$ cat config.mk
export PLATFORM = sky130hd
export DESIGN_NAME = load_store_unit
export DESIGN_NICKNAME = d
export VERILOG_FILES = /design/src/rtl/load_store_unit.sv
export SDC_FILE = /design/constraint.sdc
export NUM_CORES = 1
export LEC_CHECK = 0
export BUFFER_PORTS_ARGS = -buffer_cell sky130_fd_sc_hd__buf_2
export CAP_MARGIN = 40
export CELL_PAD_IN_SITES_DETAIL_PLACEMENT = 0
export CELL_PAD_IN_SITES_GLOBAL_PLACEMENT = 1
export CORE_MARGIN = 2
export CORE_UTILIZATION = 36
export DETAILED_ROUTE_END_ITERATION = 16
export HOLD_SLACK_MARGIN = 0.15
export PLACE_DENSITY_LB_ADDON = 0.1
export SLEW_MARGIN = 30
export SYNTH_ARGS = -nofsm -noshare
export SYNTH_HDL_FRONTEND = slang
export SYNTH_SLANG_ARGS = --single-unit
$ cat constraint.sdc
create_clock -name clk -period 3.6 [get_ports clk]
set_input_delay 0.54 -clock clk [delete_from_list [all_inputs] [get_ports clk]]
set_output_delay 0.54 -clock clk [all_outputs]
set_load 0.05 [all_outputs]
$ cat src/rtl/load_store_unit.sv
// Load/store unit: one core request -> one Avalon-MM read or write with lane steering.
// Define LSU_BUS_TIMEOUT_EN to add a waitrequest watchdog of TIMEOUT_CYCLES cycles.
module load_store_unit #(
    parameter int unsigned TIMEOUT_CYCLES = 1024
) (
    input  logic        clk,
    input  logic        reset,
    input  logic        req_i,
    input  logic        we_i,
    input  logic [1:0]  size_i,
    input  logic        unsigned_i,
    input  logic [31:0] addr_i,
    input  logic [31:0] wdata_i,
    output logic        busy_o,
    output logic        done_o,
    output logic [31:0] rdata_o,
    output logic        misaligned_o,
    output logic        timeout_o,
    output logic [31:0] address,
    output logic        read,
    output logic        write,
    input  logic        waitrequest,
    output logic [31:0] writedata,
    output logic [3:0]  byteenable,
    input  logic [31:0] readdata
);

    typedef enum logic [1:0] {IDLE, ACCESS, RESP} state_t;

    state_t      state_q, state_d;
    logic        we_q, we_d;
    logic [1:0]  size_q, size_d;
    logic        uns_q, uns_d;
    logic [1:0]  off_q, off_d;
    logic [31:0] addr_q, addr_d;
    logic [31:0] wdata_q, wdata_d;
    logic [3:0]  be_q, be_d;
    logic [31:0] rdata_q, rdata_d;
    logic        mis_q, mis_d;
    logic        misaligned;
    logic [7:0]  lane_b;
    logic [15:0] lane_h;
    logic [31:0] load_val;

`ifdef LSU_BUS_TIMEOUT_EN
    localparam int unsigned CW = $clog2(TIMEOUT_CYCLES + 1);
    logic [CW-1:0] cnt_q, cnt_d;
    logic          to_q, to_d;
`endif

    always_comb begin
        unique case (size_i)
            2'b00:   misaligned = 1'b0;
            2'b01:   misaligned = addr_i[0];
            2'b10:   misaligned = |addr_i[1:0];
            default: misaligned = 1'b1;
        endcase
    end

    always_comb begin
        lane_b = readdata[{off_q, 3'b000} +: 8];
        lane_h = off_q[1] ? readdata[31:16] : readdata[15:0];
        unique case (size_q)
            2'b00:   load_val = {{24{lane_b[7] & ~uns_q}}, lane_b};
            2'b01:   load_val = {{16{lane_h[15] & ~uns_q}}, lane_h};
            default: load_val = readdata;
        endcase
    end

    always_comb begin
        state_d = state_q;
        we_d    = we_q;
        size_d  = size_q;
        uns_d   = uns_q;
        off_d   = off_q;
        addr_d  = addr_q;
        wdata_d = wdata_q;
        be_d    = be_q;
        rdata_d = rdata_q;
        mis_d   = mis_q;
`ifdef LSU_BUS_TIMEOUT_EN
        cnt_d   = cnt_q;
        to_d    = to_q;
`endif
        unique case (state_q)
            IDLE: begin
                if (req_i) begin
                    we_d   = we_i;
                    size_d = size_i;
                    uns_d  = unsigned_i;
                    off_d  = addr_i[1:0];
                    mis_d  = misaligned;
`ifdef LSU_BUS_TIMEOUT_EN
                    cnt_d  = '0;
                    to_d   = 1'b0;
`endif
                    if (misaligned) begin
                        rdata_d = '0;
                        state_d = RESP;
                    end else begin
                        addr_d = {addr_i[31:2], 2'b00};
                        unique case (size_i)
                            2'b00: begin
                                be_d    = 4'b0001 << addr_i[1:0];
                                wdata_d = {4{wdata_i[7:0]}};
                            end
                            2'b01: begin
                                be_d    = addr_i[1] ? 4'b1100 : 4'b0011;
                                wdata_d = {2{wdata_i[15:0]}};
                            end
                            default: begin
                                be_d    = 4'b1111;
                                wdata_d = wdata_i;
                            end
                        endcase
                        state_d = ACCESS;
                    end
                end
            end
            ACCESS: begin
                if (!waitrequest) begin
                    if (!we_q) rdata_d = load_val;
                    state_d = RESP;
                end
`ifdef LSU_BUS_TIMEOUT_EN
                else if (cnt_q == CW'(TIMEOUT_CYCLES - 1)) begin
                    to_d    = 1'b1;
                    rdata_d = '0;
                    state_d = RESP;
                end else begin
                    cnt_d = cnt_q + 1'b1;
                end
`endif
            end
            default: state_d = IDLE;
        endcase
    end

    always_ff @(posedge clk or posedge reset) begin
        if (reset) begin
            state_q <= IDLE;
            we_q    <= 1'b0;
            size_q  <= 2'b00;
            uns_q   <= 1'b0;
            off_q   <= 2'b00;
            addr_q  <= '0;
            wdata_q <= '0;
            be_q    <= '0;
            rdata_q <= '0;
            mis_q   <= 1'b0;
        end else begin
            state_q <= state_d;
            we_q    <= we_d;
            size_q  <= size_d;
            uns_q   <= uns_d;
            off_q   <= off_d;
            addr_q  <= addr_d;
            wdata_q <= wdata_d;
            be_q    <= be_d;
            rdata_q <= rdata_d;
            mis_q   <= mis_d;
        end
    end

`ifdef LSU_BUS_TIMEOUT_EN
    always_ff @(posedge clk or posedge reset) begin
        if (reset) begin
            cnt_q <= '0;
            to_q  <= 1'b0;
        end else begin
            cnt_q <= cnt_d;
            to_q  <= to_d;
        end
    end

    assign timeout_o = done_o & to_q;
`else
    assign timeout_o = 1'b0 & (TIMEOUT_CYCLES == 0);
`endif

    // Bus strobes decode straight from state so reset drops them immediately
    assign read         = (state_q == ACCESS) & ~we_q;
    assign write        = (state_q == ACCESS) & we_q;
    assign busy_o       = (state_q != IDLE);
    assign done_o       = (state_q == RESP);
    assign misaligned_o = done_o & mis_q;
    assign rdata_o      = rdata_q;
    assign address      = addr_q;
    assign writedata    = wdata_q;
    assign byteenable   = be_q;

endmodule

==> impl_metrics.json <==
{
  "netlist_area_sq_um": 4970,
  "syn_avg_cell_area_sq_um": 11.3,
  "ir_drop_mv": 0.424,
  "place_hpwl_mm": 10.0,
  "finalSetupViolCount": 0,
  "design.core.area_sq_um": 13300,
  "finalWirelength_mm": 13.8,
  "place_ws_ns": 1.07,
  "ant_nets": 0,
  "muxShareOfSynthArea_pct": 15.3,
  "routedWlPerCell_um": 16.8,
  "relSlewSlack_pct": 47.1,
  "timing_worst_setup_path_type": "reg2reg",
  "postCtsResizedCells": 0,
  "period_minus_slack_ns": 2.19,
  "grt_pass1_vias": 4056,
  "rsz0062_at_grt": "no",
  "drcViolationCount": 0,
  "synth-compound-area-share_pct": 17.1,
  "die_height_um": 122,
  "leakagePower_uw": 0.00334,
  "finalWorstSetupSlack_ns": 1.41,
  "synth_fa_ha_area_share_pct": 0,
  "place_congestion": 0.831,
  "synthSimpleGateAreaFrac_pct": 9.44,
  "cp_max_fo": 10,
  "syn2layout_area_growth_pct": 30.6,
  "fin_area_sq_um": 6490,
  "fmax_mhz": 457,
  "htree_levels": 3,
  "hold_buffers": 0,
  "post-cts-setup-buffers": 0,
  "die_area_sq_um": 14800,
  "avgViaCountPerCell": 4.89,
  "placement.cell_area_sq_um": 6150,
  "clkLatencyLatePin_ns": 0.35,
  "ys_seq_elements": 107,
  "chipWidth_um": 122,
  "cts_root_buf": "clkbuf_16",
  "clock-skew-final_ns": 0.00618,
  "async_flop_share_pct": 100,
  "fin_cells": 818,
  "ys_types": 39,
  "grtUsageMet1_pct": 26.5,
  "fillers": 1302,
  "synthCells": 441,
  "nets": 741,
  "cts_sinks": 107,
  "crit_arrival_ns": 2.43,
  "portBuffers": 206,
  "synth_warnings": 0,
  "rows": 42,
  "synth_edf_count": 0,
  "ys_seq_area_share_pct": 53.9,
  "use_met3_pct": 5.26,
  "period_share_pct": 60.7,
  "top_usage_layer": "met2",
  "yosys.area_share.xor_xnor_pct": 0.176,
  "antenna_found_initial": 0,
  "io_pins": 210,
  "drtPass1Iterations": 6,
  "vias": 4004,
  "status": "completed",
  "hold_viol": 0,
  "tightest_slew_ns": 0.789,
  "holdWs_ns": 0.391,
  "clkTransAtPathRegs_ns": 0.07,
  "cts_buffers": 9,
  "drtIter0Drc": 201,
  "grt_max_degree": 63,
  "min-delay-path-class": "in2reg",
  "synth_top_family_by_area": "compound AO/OA/AOI/OAI gates",
  "globalRouteMet2Util_pct": 28.5,
  "worstSetupEndpointType": "flip-flop",
  "maxCapViolCount": 0,
  "cts_buffer_depth": 2,
  "diodes": 0,
  "grt_pass1_wl_mm": 21.6,
  "synth-main-ff-cell": "dfrtp_1",
  "floorplan.initialDensity_pct": 37.2,
  "globalRouteTotalUtil_pct": 19.0,
  "tritoncts": "yes",
  "critPathLaunchType": "flip-flop",
  "drive_gt1_share_pct": 43.8,
  "dp.cells": 799,
  "powerDensity_nw_per_um2": 845,
  "worstPathRequired_ns": 3.84,
  "drv_slew": 0,
  "setup_tns_ns": 0,
  "grt-ovfl-total": 0
}
flip-flops by register name, summed over array words and instances (netlist names):
| register | cells |
|---|---|
| mis_q | 1 |
| off_q | 2 |
| we_q | 1 |
| rdata_o | 32 |
| uns_q | 1 |
| byteenable | 4 |
| address | 30 |
| state_q | 2 |
| size_q | 2 |
| writedata | 32 |
stage by stage:
stage / total power, uW / utilization [%]
floorplan: 3820 / -
global placement: 4460 / 45.9
detailed placement: 4490 / 46.1
CTS: 5530 / 48.4
global route: 5770 / 48.6
finish: 5480 / 48.6
logic make-up (layout without fill, tap and decap cells):
group,count (synthesis),after routing
AO/OA/AOI/OAI,126,126
AND/OR/NAND/NOR,96,96
flip-flops,107,107
other,1,3
buffers and inverters,39,238
XOR/XNOR,1,1
multiplexers,71,71
worst paths after layout:
kind	startpoint	endpoint	slack [ns]	cells after the start
worst min-delay path	unsigned_i	uns_q$_DFFE_PP0P_	0.39	3
max in group asynchronous	reset	address[31]$_DFFE_PP0P_	2.11	5
worst max-delay path	off_q[1]$_DFFE_PP0P_	rdata_o[14]$_DFFE_PP0P_	1.41	4
worst max register to register	off_q[1]$_DFFE_PP0P_	rdata_o[14]$_DFFE_PP0P_	1.41	4
min in group asynchronous	reset	address[19]$_DFFE_PP0P_	0.66	3
worst min register to register	mis_q$_DFFE_PP0P_	mis_q$_DFFE_PP0P_	0.48	2
cell usage in the layout (no fill, tap or decap), types with 3 or more instances in the layout:
master / instances
mux2i_1: 31
buf_2: 207
nor2_1: 12
a32o_1: 8
clkbuf_16: 9
a21oi_1: 19
dfrtp_1: 107
buf_4: 6
buf_12: 3
o2bb2ai_1: 8
nand2b_1: 11
nand2_1: 48
mux2_2: 40
a22o_1: 17
or3_1: 8
inv_1: 4
conb_1: 3
o21ai_0: 48
nor2b_1: 4
a21o_1: 18
metal layers:
layer / up-vias / wire (um)
met2: 127 / 6340
met5: - / 0
met1: 1901 / 6180
met3: 14 / 1030
li1: 1962 / -
met4: 0 / 215
area by class of cell:
cell class                      count  area [sq um]  share of cell area [%]
Tap cell                          176           220                    3.39
Sequential cell                   107          2680                    41.3
Inverter                            5          21.3                   0.328
Clock inverter                      5          61.3                   0.945
Timing Repair Buffer              217          1150                    17.7
Clock buffer                       11           243                    3.74
Multi-Input combinational cell    297          2120                    32.6
cell usage after synthesis (3+ instances only):
master	n	area, sq um
mux2i_1	31	310
nor2b_1	4	25.0
buf_6	4	45.0
nand2_1	48	180
clkbuf_1	14	52.6
inv_1	5	18.8
a21o_1	18	135
o21ai_0	48	240
or3_1	8	50.1
buf_1	3	11.3
buf_2	9	45.0
a32o_1	8	80.1
nand2b_1	11	68.8
buf_4	4	30.0
a21oi_1	19	95.1
mux2_2	40	450
o2bb2ai_1	8	70.1
dfrtp_1	107	2680
a22o_1	17	149
nor2_1	12	45.0
worst max-delay path: stages (launching register included):
cell and delay, ns:
dfrtp_1 0.70, mux2_2 0.43, a221oi_2 0.49, o21ai_0 0.19
a32o_1 0.27
where the power goes:
part / total (uW) / leakage, uW / switching, uW / internal (uW)
registers: 1820 / 0.00134 / 231 / 1580
clock network: 1030 / 0.000150 / 462 / 563
logic: 2640 / 0.00184 / 1950 / 694
Power figures use the tool's default switching activity.
